`src/rtl/sum_accumulator.sv`:
```
// Streaming block accumulator: sums COUNT addends modulo 2^WIDTH, counts lost
// carry-outs (saturating), and holds each finished block until it is taken.
module sum_accumulator #(
    parameter int WIDTH = 32,
    parameter int COUNT = 4,
    parameter int CW    = 8
) (
    input  logic             clk,
    input  logic             reset,
    input  logic             clear,
    input  logic             in_valid,
    output logic             in_ready,
    input  logic [WIDTH-1:0] in_data,
    output logic             out_valid,
    input  logic             out_ready,
    output logic [WIDTH-1:0] out_sum,
    output logic [CW-1:0]    out_carries
);

    localparam int CNTW = $clog2(COUNT + 1);
    localparam logic [CNTW-1:0] LAST_IDX = CNTW'(COUNT - 1);

    typedef enum logic {
        ACCUM = 1'b0,
        HOLD  = 1'b1
    } state_t;

    state_t            state;
    state_t            next_state;
    logic [WIDTH-1:0]  acc;
    logic [CW-1:0]     carries;
    logic [CNTW-1:0]   cnt;
    logic [WIDTH:0]    sum_ext;
    logic [CW-1:0]     carries_nxt;
    logic              accept;
    logic              last_accept;
    logic              handshake;

    // Outputs decode from state only, so nothing combinational reaches them.
    always_comb begin
        next_state  = state;
        in_ready    = 1'b0;
        out_valid   = 1'b0;
        accept      = 1'b0;
        last_accept = 1'b0;
        handshake   = 1'b0;
        sum_ext     = {1'b0, acc} + {1'b0, in_data};
        carries_nxt = carries;
        if (sum_ext[WIDTH] && (carries != {CW{1'b1}})) begin
            carries_nxt = carries + CW'(1);
        end
        case (state)
            ACCUM: begin
                in_ready    = 1'b1;
                accept      = in_valid;
                last_accept = in_valid && (cnt == LAST_IDX);
                if (last_accept) begin
                    next_state = HOLD;
                end
            end
            HOLD: begin
                out_valid = 1'b1;
                handshake = out_ready;
                if (out_ready) begin
                    next_state = ACCUM;
                end
            end
            default: begin
                next_state = ACCUM;
            end
        endcase
    end

    always_ff @(posedge clk) begin
        if (reset || clear) begin
            state <= ACCUM;
        end else begin
            state <= next_state;
        end
    end

    // Clear voids the running block but leaves the last published result;
    // only reset wipes the output registers.
    always_ff @(posedge clk) begin
        if (reset) begin
            acc         <= '0;
            carries     <= '0;
            cnt         <= '0;
            out_sum     <= '0;
            out_carries <= '0;
        end else if (clear) begin
            acc     <= '0;
            carries <= '0;
            cnt     <= '0;
        end else if (accept) begin
            acc     <= sum_ext[WIDTH-1:0];
            carries <= carries_nxt;
            cnt     <= cnt + CNTW'(1);
            if (last_accept) begin
                out_sum     <= sum_ext[WIDTH-1:0];
                out_carries <= carries_nxt;
            end
        end else if (handshake) begin
            acc     <= '0;
            carries <= '0;
            cnt     <= '0;
        end
    end

endmodule
```
`config.mk`:
```
export PLATFORM = sky130hd
export DESIGN_NAME = sum_accumulator
export DESIGN_NICKNAME = d
export VERILOG_FILES = /design/src/rtl/sum_accumulator.sv
export SDC_FILE = /design/constraint.sdc
export NUM_CORES = 1
export LEC_CHECK = 0
export ABC_AREA = 0
export CORE_ASPECT_RATIO = 1.75
export CORE_MARGIN = 8
export CORE_UTILIZATION = 30
export CTS_CLUSTER_SIZE = 16
export DETAILED_ROUTE_END_ITERATION = 8
export PLACE_DENSITY = 0.59
export SYNTH_ARGS = -nofsm -noshare
export SYNTH_HDL_FRONTEND = slang
export SYNTH_SLANG_ARGS = --single-unit
```
`constraint.sdc`:
```
create_clock -name clk -period 10.4 [get_ports clk]
set_input_delay 2.6 -clock clk [delete_from_list [all_inputs] [get_ports clk]]
set_output_delay 2.6 -clock clk [all_outputs]
set_load 0.02 [all_outputs]
```
* After elaboration in Yosys (flattened, before gate mapping)
Cells that the tools add are included.
** Cells by class
- Equal/unequal tests :: 2
- Multiplexer cells :: 15
- Reductions and logical operators :: 6
- Bitwise logic cells :: 2
- Add/subtract/negate cells :: 3
** Operators by type and width (number)
- 32-bit two-way mux :: 2
- 32-bit by 32-bit adder with 33-bit output :: 1
- 8-bit two-way mux :: 3
- 8-bit by 1-bit adder with 8-bit output (second input constant) :: 1
- 8-bit inequality test (second input constant) :: 1
- 1-bit two-way mux :: 7
- 3-bit two-way mux :: 2
- 3-bit by 1-bit adder with 3-bit output (second input constant) :: 1
- 3-bit by 2-bit == test with 1-bit output (second input constant) :: 1
- 3-bit AND reduction :: 1
- 1-bit logical AND :: 2
- 1-bit inverter :: 2
- 1-bit one-hot mux with 2 select lines :: 1
- 2-bit nonzero test :: 1
- 2-bit OR reduction :: 1
- 1-bit logical OR :: 1
** Storage, ports and cells
- Logic and storage cells :: 34
- Flip-flop bits (word level) :: 84
- Output and inout port bits :: 42
- Input bits :: 37

* Longest topological paths before layout
- Word-level depth :: 4
- Gate-level depth with buffers :: 11
- Gate-level depth less buffers :: 10

* Worst setup path after synthesis
OpenSTA, ideal clock, no wires.
- Path type :: input to register
- Start :: input port in_data[0]
- End :: register carries[5]
- Slack :: 5281 ps
- Data required time :: 10279 ps
- Stages :: 11
- Data arrival time :: 4998 ps
- Path buffers :: 1
- Library setup time :: 121 ps
- Cells stage by stage :: ha_1 fa_1 a211oi_1 o211ai_2 nand4b_2 and4_4 or4_4 buf_6 a211oi_1 o21ai_0 mux2_2
** On the way
- Longest elaborated chain between the ends :: 4
** Ends and longest elaborated chain
- start, declared :: RTL line 13 : input logic [WIDTH-1:0] in_data,
- 32-bit by 32-bit adder with 33-bit output :: RTL line 47 : sum_ext = {1'b0, acc} + {1'b0, in_data};
- 1-bit logical AND :: RTL line 49 : if (sum_ext[WIDTH] && (carries != {CW{1'b1}})) begin
- 8-bit two-way mux :: RTL line 49
- 8-bit two-way mux :: RTL line 95 : end else if (accept) begin
- end signal, assigned :: RTL line 97 : carries <= carries_nxt;
- end, declared :: RTL line 31 : logic [CW-1:0] carries;
Every way passes these cells.
A chain may end at the register's enable or synchronous reset.

* Final worst setup path
- Start :: input port in_data[0]
- End :: register carries[1]
Same word-level chain as after synthesis.

==> flow_summary_export.csv <==
group,metric,value,unit
status,outcome,"complete, no violations",
min_path,hold_class,"flop to flop",
global_route,met3_usage,0.0253,
sta,fin_hold_ws,0.455,ns
clocking,clkTransAtPathRegs,0.06,ns
setup_path,path_class,"input port to flop",
global_route,grt_pass1_wl,22.5,mm
yosys,synth_area_leaders,"dfxtp_1 (35%), ha_1 (9.0%), nand2_1 (7.2%)",
die,dieHeight,184,um
yosys,synth_area,0.00484,mm^2
die,rows,61,
drt,ant_nets,0,
drt,via_per_inst,5.28,
setup_path,critPathMaxFanout,8,
yosys,yosysTopAreaCell,"dfxtp_1",
global_route,use_met1,0.141,
global_route,antenna_found_initial,0,
job,cap_violations,0,
clocking,clockBufferDepth,2,
drt,wl,13.7,mm
min_path,min_from,"out_sum[13]$_SDFFE_PP0P_",
pwr,internal-power,0.541,mW
sta,setup_viol,0,
sta,skew,0.0116,ns
yosys,async_flop_share,0,
global_route,grt_overflow,0,
clocking,cts_hold_buf,0,
yosys,synth.distinct_cells,66,
setup_path,slowest_stage,"or4_4",
cells_and_area,nFillCells,1631,
placed_design,place.gp.congestion,0.850,
cells_and_area,diodes,0,
setup_path,startpoint_type,"input port",
setup_path,critPathCaptureType,"flop",
drt,wl_per_cell,16.1,um
pwr,share_seq_of_total_power,0.440,
clocking,cts_resized,0,
sta,rsz0062_at_grt,"false",
cells_and_area,final_nets,728,
sta,hold_violations,0,
setup_path,timing.rr.start,"acc[0]$_SDFFE_PP0P_",
global_route,grt_max_degree,53,
sta,timing.final.crit_period,5.50,ns
drt,firstDrtPassIters,6,
setup_path,worstSetupStartpoint,"in_data[0]",
sta,tightest_slew,0.968,ns
placed_design,place_inst,833,
clocking,clockRootBuffer,"clkbuf_16",
global_route,gr-usage-met2,0.256,
setup_path,required,10.64,ns
yosys,avgSynthCellArea,8.15,um^2
placed_design,dp_hpwl,10.4,mm
die,initial_utilization,0.305,
clocking,cts_tree,"yes",
cells_and_area,area_delta_synth_final,24.8,%
sta,slew_violations,0,
clocking,clock_latency,0.35,ns
die,core,0.0159,mm^2
drt,drt_iter0_drc,166,
global_route,grt_usage,0.135,
yosys,yosys_warnings,0,
pwr,ir_worst_vdd,0.0000695,V
pwr,sw_frac_of_total,0.280,
cells_and_area,drive_gt1_frac,0.0606,
sta,min_period_over_period,0.529,
pwr,switchingPower,0.210,mW
sta,tns,0,ns
global_route,grt.busiest_layer,"met2",
drt,drcViolationCount,0,
clocking,post_cts_buffers,0,
yosys,synth-main-ff-cell,"dfxtp_1",
pwr,clkPwrFrac,0.400,
yosys,syn_inst,594,
clocking,cts_max_level,3,
placed_design,port_buffers,78,
pwr,pwr_density_cell,124,mW/mm^2
drt,vias,4480,
pwr,power_frac_comb,0.160,
sta,fmaxAchievable,0.182,GHz
yosys,synth_edf_count,0,
die,die_x,112,um
yosys,syn_nets,667,
cells_and_area,fin_cells,849,
setup_path,crit_chain,"clkdlybuf4s50_1, ha_1, fa_1, a211oi_1, o211ai_2, nand4b_2, and4_4, or4_4, a21oi_2, o21ai_0, a32o_1",
global_route,grt_pass1_vias,4587,
yosys,ys_ff_latch,84,
die,num_io_pins,79,
setup_path,cp.arrival,5.74,ns
die,die_area,0.0206,mm^2
yosys,synth_top_cell_area_share,0.347,
sta,slew_headroom,0.354,
setup_path,cpPeakStageDelay,0.60,ns
pwr,power_leakage,2.34,nW
pwr,finalPower,0.752,mW
clocking,numCtsBuffers,9,
clocking,clkSinkCount,84,
yosys,seq_area_frac_synth,0.347,
## kinds of logic (layout without fill, tap and decap cells)
| family | Yosys count | count (layout) | synth area share |
|---|---|---|---|
| and+or+nand+nor | 208 | 208 | 0.198 |
| buffers and inverters | 43 | 109 | 0.0354 |
| DFF | 84 | 84 | 0.347 |
| AOI/OAI and AO/OA | 191 | 191 | 0.266 |
| muxes | 2 | 2 | 0.00439 |
| adders and majority gates | 36 | 36 | 0.0946 |
| xor gates and xnor gates | 30 | 30 | 0.0543 |
## critical path, delay by kind of cell
family / cells / cell delay [ns]
simple gates: 3 / 1.01
fa+ha+maj: 2 / 0.45
buf+inv: 1 / 0.46
compound gates: 5 / 1.19
## final cells by class
cell class	instances	area (um^2)	share of cell area
Inverter	10	37.5	0.00621
Multi-Input combinational cell	467	2990	0.495
Sequential cell	84	1680	0.278
Timing Repair Buffer	83	818	0.135
Clock inverter	7	50.0	0.00828
Tap cell	189	236	0.0391
Clock buffer	9	225	0.0373
## stage by stage
step	instance area (um^2)	worst slack (ns)	utilization
floorplan	4840	5.28	-
global placement	5770	4.59	0.363
detailed placement	5770	4.54	0.363
CTS	6040	4.90	0.381
global route	6040	4.68	0.381
finish	6040	4.90	0.381
## path summary, 6_finish.rpt
kind	end	cells past startpoint	slack [ns]
min	out_sum[13]$_SDFFE_PP0P_	2	0.45
min reg2reg	out_sum[13]$_SDFFE_PP0P_	2	0.45
max	carries[1]$_SDFFE_PP0P_	11	4.90
max reg2reg	carries[1]$_SDFFE_PP0P_	10	7.28
## flip-flops by register name (all words and copies together) (netlist names)
signal and count:
carries 8, acc 32, out_sum 32, cnt 3
state 1, out_carries 8
## synthesized netlist by cell type, types with 11 or more instances
| cell type | number |
|---|---|
| a22oi_1 | 17 |
| nor2_1 | 49 |
| clkbuf_1 | 28 |
| a21oi_1 | 64 |
| a21o_1 | 15 |
| dfxtp_1 | 84 |
| a22o_1 | 11 |
| nor3_1 | 15 |
| xnor2_1 | 20 |
| ha_1 | 35 |
| nand2_1 | 93 |
| o21ai_0 | 24 |
## routing by layer
layer / vias to the layer above / routed length [um]
met5: - / 0
met4: 0 / 311
met3: 17 / 477
met2: 74 / 7370
met1: 2110 / 5550
li1: 2279 / -
## cell usage in the layout, fill, tap and decap left out, types with 3 or more instances in the layout
cell,n
nand2_1,93
dfxtp_1,84
clkdlybuf4s50_1,78
a21oi_1,64
nor2_1,47
ha_1,35
o21ai_0,24
xnor2_1,20
a22oi_1,17
a21o_1,15
nor3_1,15
a22o_1,11
inv_1,10
nand3_1,10
a211oi_1,10
a31oi_1,10
xor2_1,10
clkbuf_16,9
and3_1,6
o211ai_1,5
buf_4,5
nand4_1,4
nand3b_1,4
o21a_1,3
nand2b_1,3
or2_2,3
o31ai_1,3
and2_1,3
a41oi_1,3
nor4_1,3
clkinvlp_4,3
## power by group through the flow
| stage | Sequential, mW | Combinational [mW] | Clock (mW) |
|---|---|---|---|
| 6_report | 0.331 | 0.120 | 0.300 |
| 5_1_grt | 0.331 | 0.134 | 0.325 |
| 4_1_cts | 0.331 | 0.121 | 0.310 |
| 3_5_place_dp | 0.338 | 0.120 | 0 |
| 3_3_place_gp | 0.338 | 0.119 | 0 |
| 2_1_floorplan | 0.337 | 0.0834 | 0 |
Note: power is estimated with default switching activity, not from simulation.
